**config.mk**
```make
export PLATFORM = sky130hd
export DESIGN_NAME = pcie_dma_req_arb
export DESIGN_NICKNAME = d
export VERILOG_FILES = /design/src/rtl/pcie_dma_req_arb.sv
export SDC_FILE = /design/constraint.sdc
export NUM_CORES = 1
export LEC_CHECK = 0
export CAP_MARGIN = 10
export CORE_AREA = 2 2 148 150
export DETAILED_ROUTE_END_ITERATION = 6
export DIE_AREA = 0 0 150 152
export DONT_BUFFER_PORTS = 1
export GPL_TIMING_DRIVEN = 0
export SYNTH_ARGS = -nofsm -noshare
export SYNTH_HDL_FRONTEND = slang
export SYNTH_SLANG_ARGS = --single-unit
```
**constraint.sdc**
```tcl
create_clock -name i_clk -period 3.3 [get_ports i_clk]
set_input_delay 0.33 -clock i_clk [delete_from_list [all_inputs] [get_ports i_clk]]
set_output_delay 0.33 -clock i_clk [all_outputs]
set_load 0.02 [all_outputs]
```
**src/rtl/pcie_dma_req_arb.sv**
```systemverilog
// Packet-atomic round-robin arbiter in front of the PCIe DMA TLP engine.
// An in-order ID FIFO routes each response packet back to its requester.
module pcie_dma_req_arb #(
  parameter int NREQ        = 2,
  parameter int OUTSTANDING = 4
) (
  input  logic              i_clk,
  input  logic              i_rst,
  input  logic [NREQ-1:0]   i_req_valid,
  input  logic [NREQ*73-1:0] i_req_data,
  output logic [NREQ-1:0]   o_req_ready,
  output logic              o_dma_valid,
  output logic [72:0]       o_dma_data,
  input  logic              i_dma_ready,
  input  logic              i_resp_valid,
  input  logic [72:0]       i_resp_data,
  output logic              o_resp_ready,
  output logic [NREQ-1:0]   o_resp_valid,
  output logic [72:0]       o_resp_data,
  input  logic [NREQ-1:0]   i_resp_ready,
  output logic              o_busy,
  output logic [4:0]        o_outstanding
);

  localparam int PW = $clog2(OUTSTANDING);

  typedef enum logic {
    IDLE,
    XFER
  } state_e;

  state_e         state_q, state_d;
  logic [1:0]     gnt_q, gnt_d;
  logic [1:0]     rr_last_q, rr_last_d;
  logic [PW-1:0]  wr_ptr_q, wr_ptr_d;
  logic [PW-1:0]  rd_ptr_q, rd_ptr_d;
  logic [4:0]     cnt_q, cnt_d;
  logic [1:0]     fifo_q [OUTSTANDING];

  logic           pick_valid;
  logic [1:0]     pick;
  logic [1:0]     head;
  logic           fifo_empty;
  logic           push;
  logic           pop;
  logic           req_done;

  assign fifo_empty = (cnt_q == 5'd0);
  assign head       = fifo_q[rd_ptr_q];

  // First valid requester after rr_last, wrapping within NREQ.
  always_comb begin
    pick_valid = 1'b0;
    pick       = 2'd0;
    for (int i = 1; i <= NREQ; i++) begin
      for (int k = 0; k < NREQ; k++) begin
        if (!pick_valid && i_req_valid[k] &&
            k == (int'(rr_last_q) + i) % NREQ) begin
          pick_valid = 1'b1;
          pick       = 2'(k);
        end
      end
    end
  end

  always_comb begin
    o_req_ready = '0;
    o_dma_valid = 1'b0;
    o_dma_data  = '0;
    for (int k = 0; k < NREQ; k++) begin
      if (state_q == XFER && gnt_q == 2'(k)) begin
        o_dma_valid    = i_req_valid[k];
        o_dma_data     = i_req_data[73*k +: 73];
        o_req_ready[k] = i_dma_ready;
      end
    end
  end

  always_comb begin
    o_resp_valid = '0;
    o_resp_ready = 1'b0;
    for (int k = 0; k < NREQ; k++) begin
      if (!fifo_empty && head == 2'(k)) begin
        o_resp_valid[k] = i_resp_valid;
        o_resp_ready    = i_resp_ready[k];
      end
    end
  end

  assign o_resp_data   = i_resp_data;
  assign o_outstanding = cnt_q;
  assign o_busy        = (state_q == XFER) || !fifo_empty;

  assign push = (state_q == IDLE) && pick_valid &&
                (cnt_q < 5'(OUTSTANDING));
  assign pop  = i_resp_valid && o_resp_ready && i_resp_data[72];
  assign req_done = o_dma_valid && i_dma_ready && o_dma_data[72];

  always_comb begin
    state_d   = state_q;
    gnt_d     = gnt_q;
    rr_last_d = rr_last_q;
    wr_ptr_d  = wr_ptr_q;
    rd_ptr_d  = rd_ptr_q;
    cnt_d     = cnt_q;
    unique case (state_q)
      IDLE: begin
        if (push) begin
          gnt_d   = pick;
          state_d = XFER;
        end
      end
      XFER: begin
        if (req_done) begin
          rr_last_d = gnt_q;
          state_d   = IDLE;
        end
      end
      default: state_d = IDLE;
    endcase
    if (push) wr_ptr_d = wr_ptr_q + PW'(1);
    if (pop)  rd_ptr_d = rd_ptr_q + PW'(1);
    unique case ({push, pop})
      2'b10:   cnt_d = cnt_q + 5'd1;
      2'b01:   cnt_d = cnt_q - 5'd1;
      default: cnt_d = cnt_q;
    endcase
  end

  always_ff @(posedge i_clk) begin
    if (i_rst) begin
      state_q   <= IDLE;
      gnt_q     <= 2'd0;
      rr_last_q <= 2'(NREQ - 1);
      wr_ptr_q  <= '0;
      rd_ptr_q  <= '0;
      cnt_q     <= 5'd0;
    end else begin
      state_q   <= state_d;
      gnt_q     <= gnt_d;
      rr_last_q <= rr_last_d;
      wr_ptr_q  <= wr_ptr_d;
      rd_ptr_q  <= rd_ptr_d;
      cnt_q     <= cnt_d;
    end
  end

  // Storage needs no reset; the pointers and count define validity.
  always_ff @(posedge i_clk) begin
    if (push) fifo_q[wr_ptr_q] <= pick;
  end

endmodule

```
* Yosys cells after proc, flatten, opt, wreduce, memory -nomap -nowiden
Memories as Yosys holds them, arrays and structs flattened. A register that Yosys moved wholly into a read port is not among the register bits.
Cells that the tools add are included.
** Word-level totals
- Flip-flop bits (word level) :: 13
- Latch bits :: 0
- Memory bits (writable) :: 8
- Bits in read-only memories :: 0
- Bits of input ports :: 227
- Output and inout bits :: 158
- Word-level logic and storage cells :: 77
- Memories :: 1
** Memories
- fifo_q :: depth 4, width 2, rd ports 1, clocked after memory_dff 1, wr ports 1, RTL line 38 : logic [1:0] fifo_q [OUTSTANDING];
** Cells by class
- $add $sub $neg :: 6
- Multipliers :: 0
- Divide/modulo/power cells :: 0
- $lt $le $gt $ge :: 1
- Eq/ne operators :: 6
- Shift operators :: 0
- Multiplexer cells :: 24
- Bitwise logic cells :: 3
- Reduce and logical (&&, ||, !) cells :: 30
** Operators by type and width (number)
- $mux 73 :: 2
- $logic_not 32->1 :: 2
- $logic_and 1x1->1 :: 17
- $mux 1 :: 17
- $pmux 5 s2 :: 1
- $eq 2x1->1 const B :: 3
- $mux 2 :: 3
- $add 5x1->5 const B :: 1
- $logic_not 5->1 :: 1
- $lt 5x3->1 const B :: 1
- $sub 5x1->5 const B :: 1
- $add 2x1->2 const B :: 2
- $eq 2x2->1 const A :: 2
- $logic_not 1->1 :: 4
- $logic_not 2->1 :: 2
- $reduce_and 2->1 :: 2
- $add 1x1->1 const B :: 2
- $and 1x1->1 const A :: 2
- $eq 2x2->1 const B :: 1
- $pmux 1 s2 :: 1
- $reduce_bool 2->1 :: 1
- $logic_or 1x1->1 :: 1
- $not 1->1 :: 1

* Logic depth before layout (Yosys ltp)
Gate-level depths: netlist (run 1).
- Word-level depth :: 21
- Mapped depth :: 12
- Depth with buffers taken out :: 10

* Least setup slack after synthesis (run 1)
Ideal clock, no wire load.
- Kind :: register -> register
- From :: register with a tool-made name
- To :: register cnt_q[4] (netlist: o_outstanding[4])
- Setup time :: 0.121 ns
- Arrival time :: 2.869 ns
- Required time :: 3.179 ns
- Slack :: 0.310 ns
- Cell stages (with the launch flop) :: 12
- Path buffers :: 1
- Period minus slack after synthesis :: 2.990 ns
- Path through :: dfxtp_1 -> mux4_2 -> mux2i_2 -> nor3b_2 -> ha_1 -> clkbuf_1 -> xor2_1 -> ha_1 -> o21a_1 -> o21a_1 -> o32ai_1 -> mux2_2
** RTL lines
- end signal, assigned :: RTL line 144 : cnt_q <= cnt_d;
- end, declared :: RTL line 37 : logic [4:0] cnt_q, cnt_d;

* Final worst setup path (run 1)
- From :: register cnt_q[2] (netlist: o_outstanding[2])
- To :: register cnt_q[4] (netlist: o_outstanding[4])
** Between the ends
- Cells in the longest elaborated chain, start to end :: 9
- Elaborated cells between the ends (all ways) :: 16
- Classes of those cells :: add/sub (2); order compare (1); eq/ne (2); mux (3); reduce/logical (8)
** Ends and longest elaborated chain
- $logic_not 5->1 :: RTL line 48 : assign fifo_empty = (cnt_q == 5'd0);
- $logic_not 1->1 :: RTL line 83 : if (!fifo_empty && head == 2'(k)) begin
- $logic_and 1x1->1 :: RTL line 83
- $mux 1 (2 in a row) :: RTL line 83
- $logic_and 1x1->1 (2 in a row) :: RTL line 96 : assign pop = i_resp_valid && o_resp_ready && i_resp_data[72];
- $eq 2x1->1 / $eq 2x2->1 (equally long branches) :: RTL line 123 : unique case ({push, pop})
- $pmux 5 s2 / $reduce_bool 2->1 (equally long branches)
Several ways; a longest one is shown, not always the timed one.
A chain may end at the register's enable or synchronous reset.

==> flow_metrics.env, run 1 <==
export IMPL_critPathCaptureType="flop"
export IMPL_die_h_um=152
export IMPL_synth_edff_count=4
export IMPL_crit_arrival_ns=3.26
export IMPL_vias=2398
export IMPL_clk_latency_ns=0.25
export IMPL_drt_iter0_drc=105
export IMPL_n_fill_cell=2413
export IMPL_slew_viol_final=0
export IMPL_r2r_slack_ns=0.18
export IMPL_grt_max_degree=11
export IMPL_seq_area_frac_synth_pct=13.9
export IMPL_cts_buffers=3
export IMPL_root_buffer="clkbuf_16"
export IMPL_post_cts_buffers=0
export IMPL_multi_input_area_sq_um=1820
export IMPL_crit_path_end="o_outstanding[4]"
export IMPL_drt_total_wl_mm=10.8
export IMPL_synth_area_per_cell_sq_um=8.33
export IMPL_drc=0
export IMPL_grt_pass1_wl_mm=13.5
export IMPL_total_power_w=0.00126
export IMPL_first_pass_iters=4
export IMPL_n_antenna_cell=0
export IMPL_synth_cell_area_sq_um=2880
export IMPL_core_sq_um=21400
export IMPL_post_dp_cell_area_sq_um=3230
export IMPL_p_leak_nw=1.24
export IMPL_vias_per_cell=3.81
export IMPL_wl_per_cell_um=17.1
export IMPL_finalSetupViolCount=0
export IMPL_cp_start_kind="flop"
export IMPL_synth_cells=346
export IMPL_rsz0062_at_grt="no"
export IMPL_clkTransAtPathRegs_ns=0.05
export IMPL_required_ns=3.44
export IMPL_max_cap_violations=0
export IMPL_place_congestion=0.798
export IMPL_utilization_pct=15.5
export IMPL_min_path_cells=2
export IMPL_die_w_um=150
export IMPL_areaGrowthSynthToFinish_pct=15.2
export IMPL_placed_cells=626
export IMPL_synth_cell_type_count=38
export IMPL_crit_start="o_outstanding[2]"
export IMPL_cts_max_path_buffers=2
export IMPL_relSlewSlack_pct=53.7
export IMPL_tritoncts="built"
export IMPL_placementRows=54
export IMPL_portBuffers=0
export IMPL_synth_warnings=0
export IMPL_hp_class="input pin to flop"
export IMPL_synthArstFlopShare_pct=0
export IMPL_htree_levels=1
export IMPL_final_min_clock_period_ns=3.12
export IMPL_ys_flop_type="dfxtp_1"
export IMPL_fin_area_sq_um=3320
export IMPL_max_slew_worst_pin_slew_ns=0.695
export IMPL_critPathTopFamily="simple AND/OR/NAND/NOR gates"
export IMPL_p_per_area_nw_per_um2=379
export IMPL_worst_path_max_fanout=8
export IMPL_layout_cells_most_common="mux2i_1"
export IMPL_dp_hpwl_mm=9.44
export IMPL_yosys_register_bits=18
export IMPL_grt_pass1_vias=2162
export IMPL_drive_gt1_share_pct=27.4
export IMPL_start_util_pct=13.5
export IMPL_cpMaxStageDelayCell="or3_4"
export IMPL_gr_total_overflow=0
export IMPL_grt_usage_pct=8.04
export IMPL_final_cell_mix="76 x mux2i_1, 75 x nor2b_1, 73 x buf_4"
export IMPL_cp_depth=12
export IMPL_antenna_found_initial=0
export IMPL_num_io_pins=385
export IMPL_path_buf_inv=3
export IMPL_rr_endpoint="o_outstanding[4]"
export IMPL_crit_type="flop to flop"
export IMPL_max_freq_mhz=321
export IMPL_timing_rr_start="o_outstanding[2]"
export IMPL_nets=586
export IMPL_synth_nets=581
export IMPL_peakVddDrop_uv=162
export IMPL_die_area_sq_um=22800
export IMPL_fin_crit_sh_pct=94.5
export IMPL_seqCellArea_sq_um=400
export IMPL_setup_tns_ns=0
export IMPL_rr_worst_depth=12
export IMPL_clock_sinks=18
export IMPL_ant_nets=0
export IMPL_fin_cells=630
export IMPL_outcome="complete, no violations"
export IMPL_path_cells="clkbuf_2, or3_4, nor3_4, inv_1, ha_1, clkbuf_2, xor2_1, ha_1, o21a_1, o21a_1, o32ai_1, mux2_2"
export IMPL_hold_viol=0
export IMPL_clock_skew_ns=0.00147
export IMPL_max_stage_delay_ns=0.40
## cells by family after synthesis
| family | share of synthesized area [%] |
|---|---|
| simple gates | 24.1 |
| buf+inv | 23.1 |
| mux | 30.0 |
| flops | 13.9 |
| compound gates | 3.91 |
| fa+ha+maj | 3.47 |
| xor+xnor | 1.52 |
## power breakdown
part	internal, W	switching (W)	total [W]	leakage [nW]
Sequential	0.000254	0.0000398	0.000294	0.152
Combinational	0.000254	0.000467	0.000721	1.05
Clock	0.000161	0.0000822	0.000243	0.0385
## how the worst min path moves through the flow
stage / startpoint / end / slack [ns]
after floorplan: i_rst / rr_last_q[0] / 0.43
after global placement: i_rst / rr_last_q[0] / 0.45
final: i_rst / rr_last_q[0] / 0.19
after global routing: i_rst / rr_last_q[0] / 0.20
after detailed placement: i_rst / rr_last_q[0] / 0.45
after CTS: i_rst / rr_last_q[0] / 0.19
## Yosys cell counts, types with 2 or more instances
library cell	n	area share, %
o21a_1	2	0.52
dfxtp_1	14	9.7
xor2_1	4	1.2
mux2_1	3	1.2
nor3_1	3	0.52
mux2_2	3	1.2
inv_1	5	0.65
nand3b_1	2	0.52
a21oi_1	2	0.35
nor2_1	16	2.1
clkbuf_1	14	1.8
buf_2	9	1.6
nor2b_1	75	16
buf_4	73	19
edfxtp_1	4	4.2
or3_1	2	0.43
mux2i_1	76	26
nand2_1	5	0.65
and2_1	6	1.3
ha_1	8	3.5
o21ai_0	2	0.35
nand2b_1	2	0.43
## per-layer routing
metal  global-route usage, %  vias up  routed length (um)
met5                       0        -                   0
met4                   0.943        0                  53
met3                    2.91        5                1330
met2                    14.3      206                5320
met1                    9.49     1104                4080
li1                        -     1083                   -
## final cells by class
type / instances / area share, %
Multi-Input combinational cell: 227 / 54.9
Sequential cell: 18 / 12.1
Clock inverter: 1 / 0.113
Buffer: 96 / 19.5
Inverter: 5 / 0.565
Tap cell: 280 / 10.6
Clock buffer: 3 / 2.26
## metrics by stage
step,hold slack [ns],worst slack (ns)
floorplan,0.426,0.310
global placement,0.448,0.0506
detailed placement,0.448,0.0364
CTS,0.190,0.0150
global route,0.204,0.00136
finish,0.187,0.182
## what timing repair did
action,CTS,global route
hold buffers,0,0
resized for setup,0,5
endpoints found under the setup margin,0,2
No activity file was read; power rests on OpenSTA's default activity.
==> run 2, diff against run 1 <==
SLEW_MARGIN = 40   (was not set)
==> results of run 2 <==
The final DEF is identical to that of run 1; final timing and power are the same.
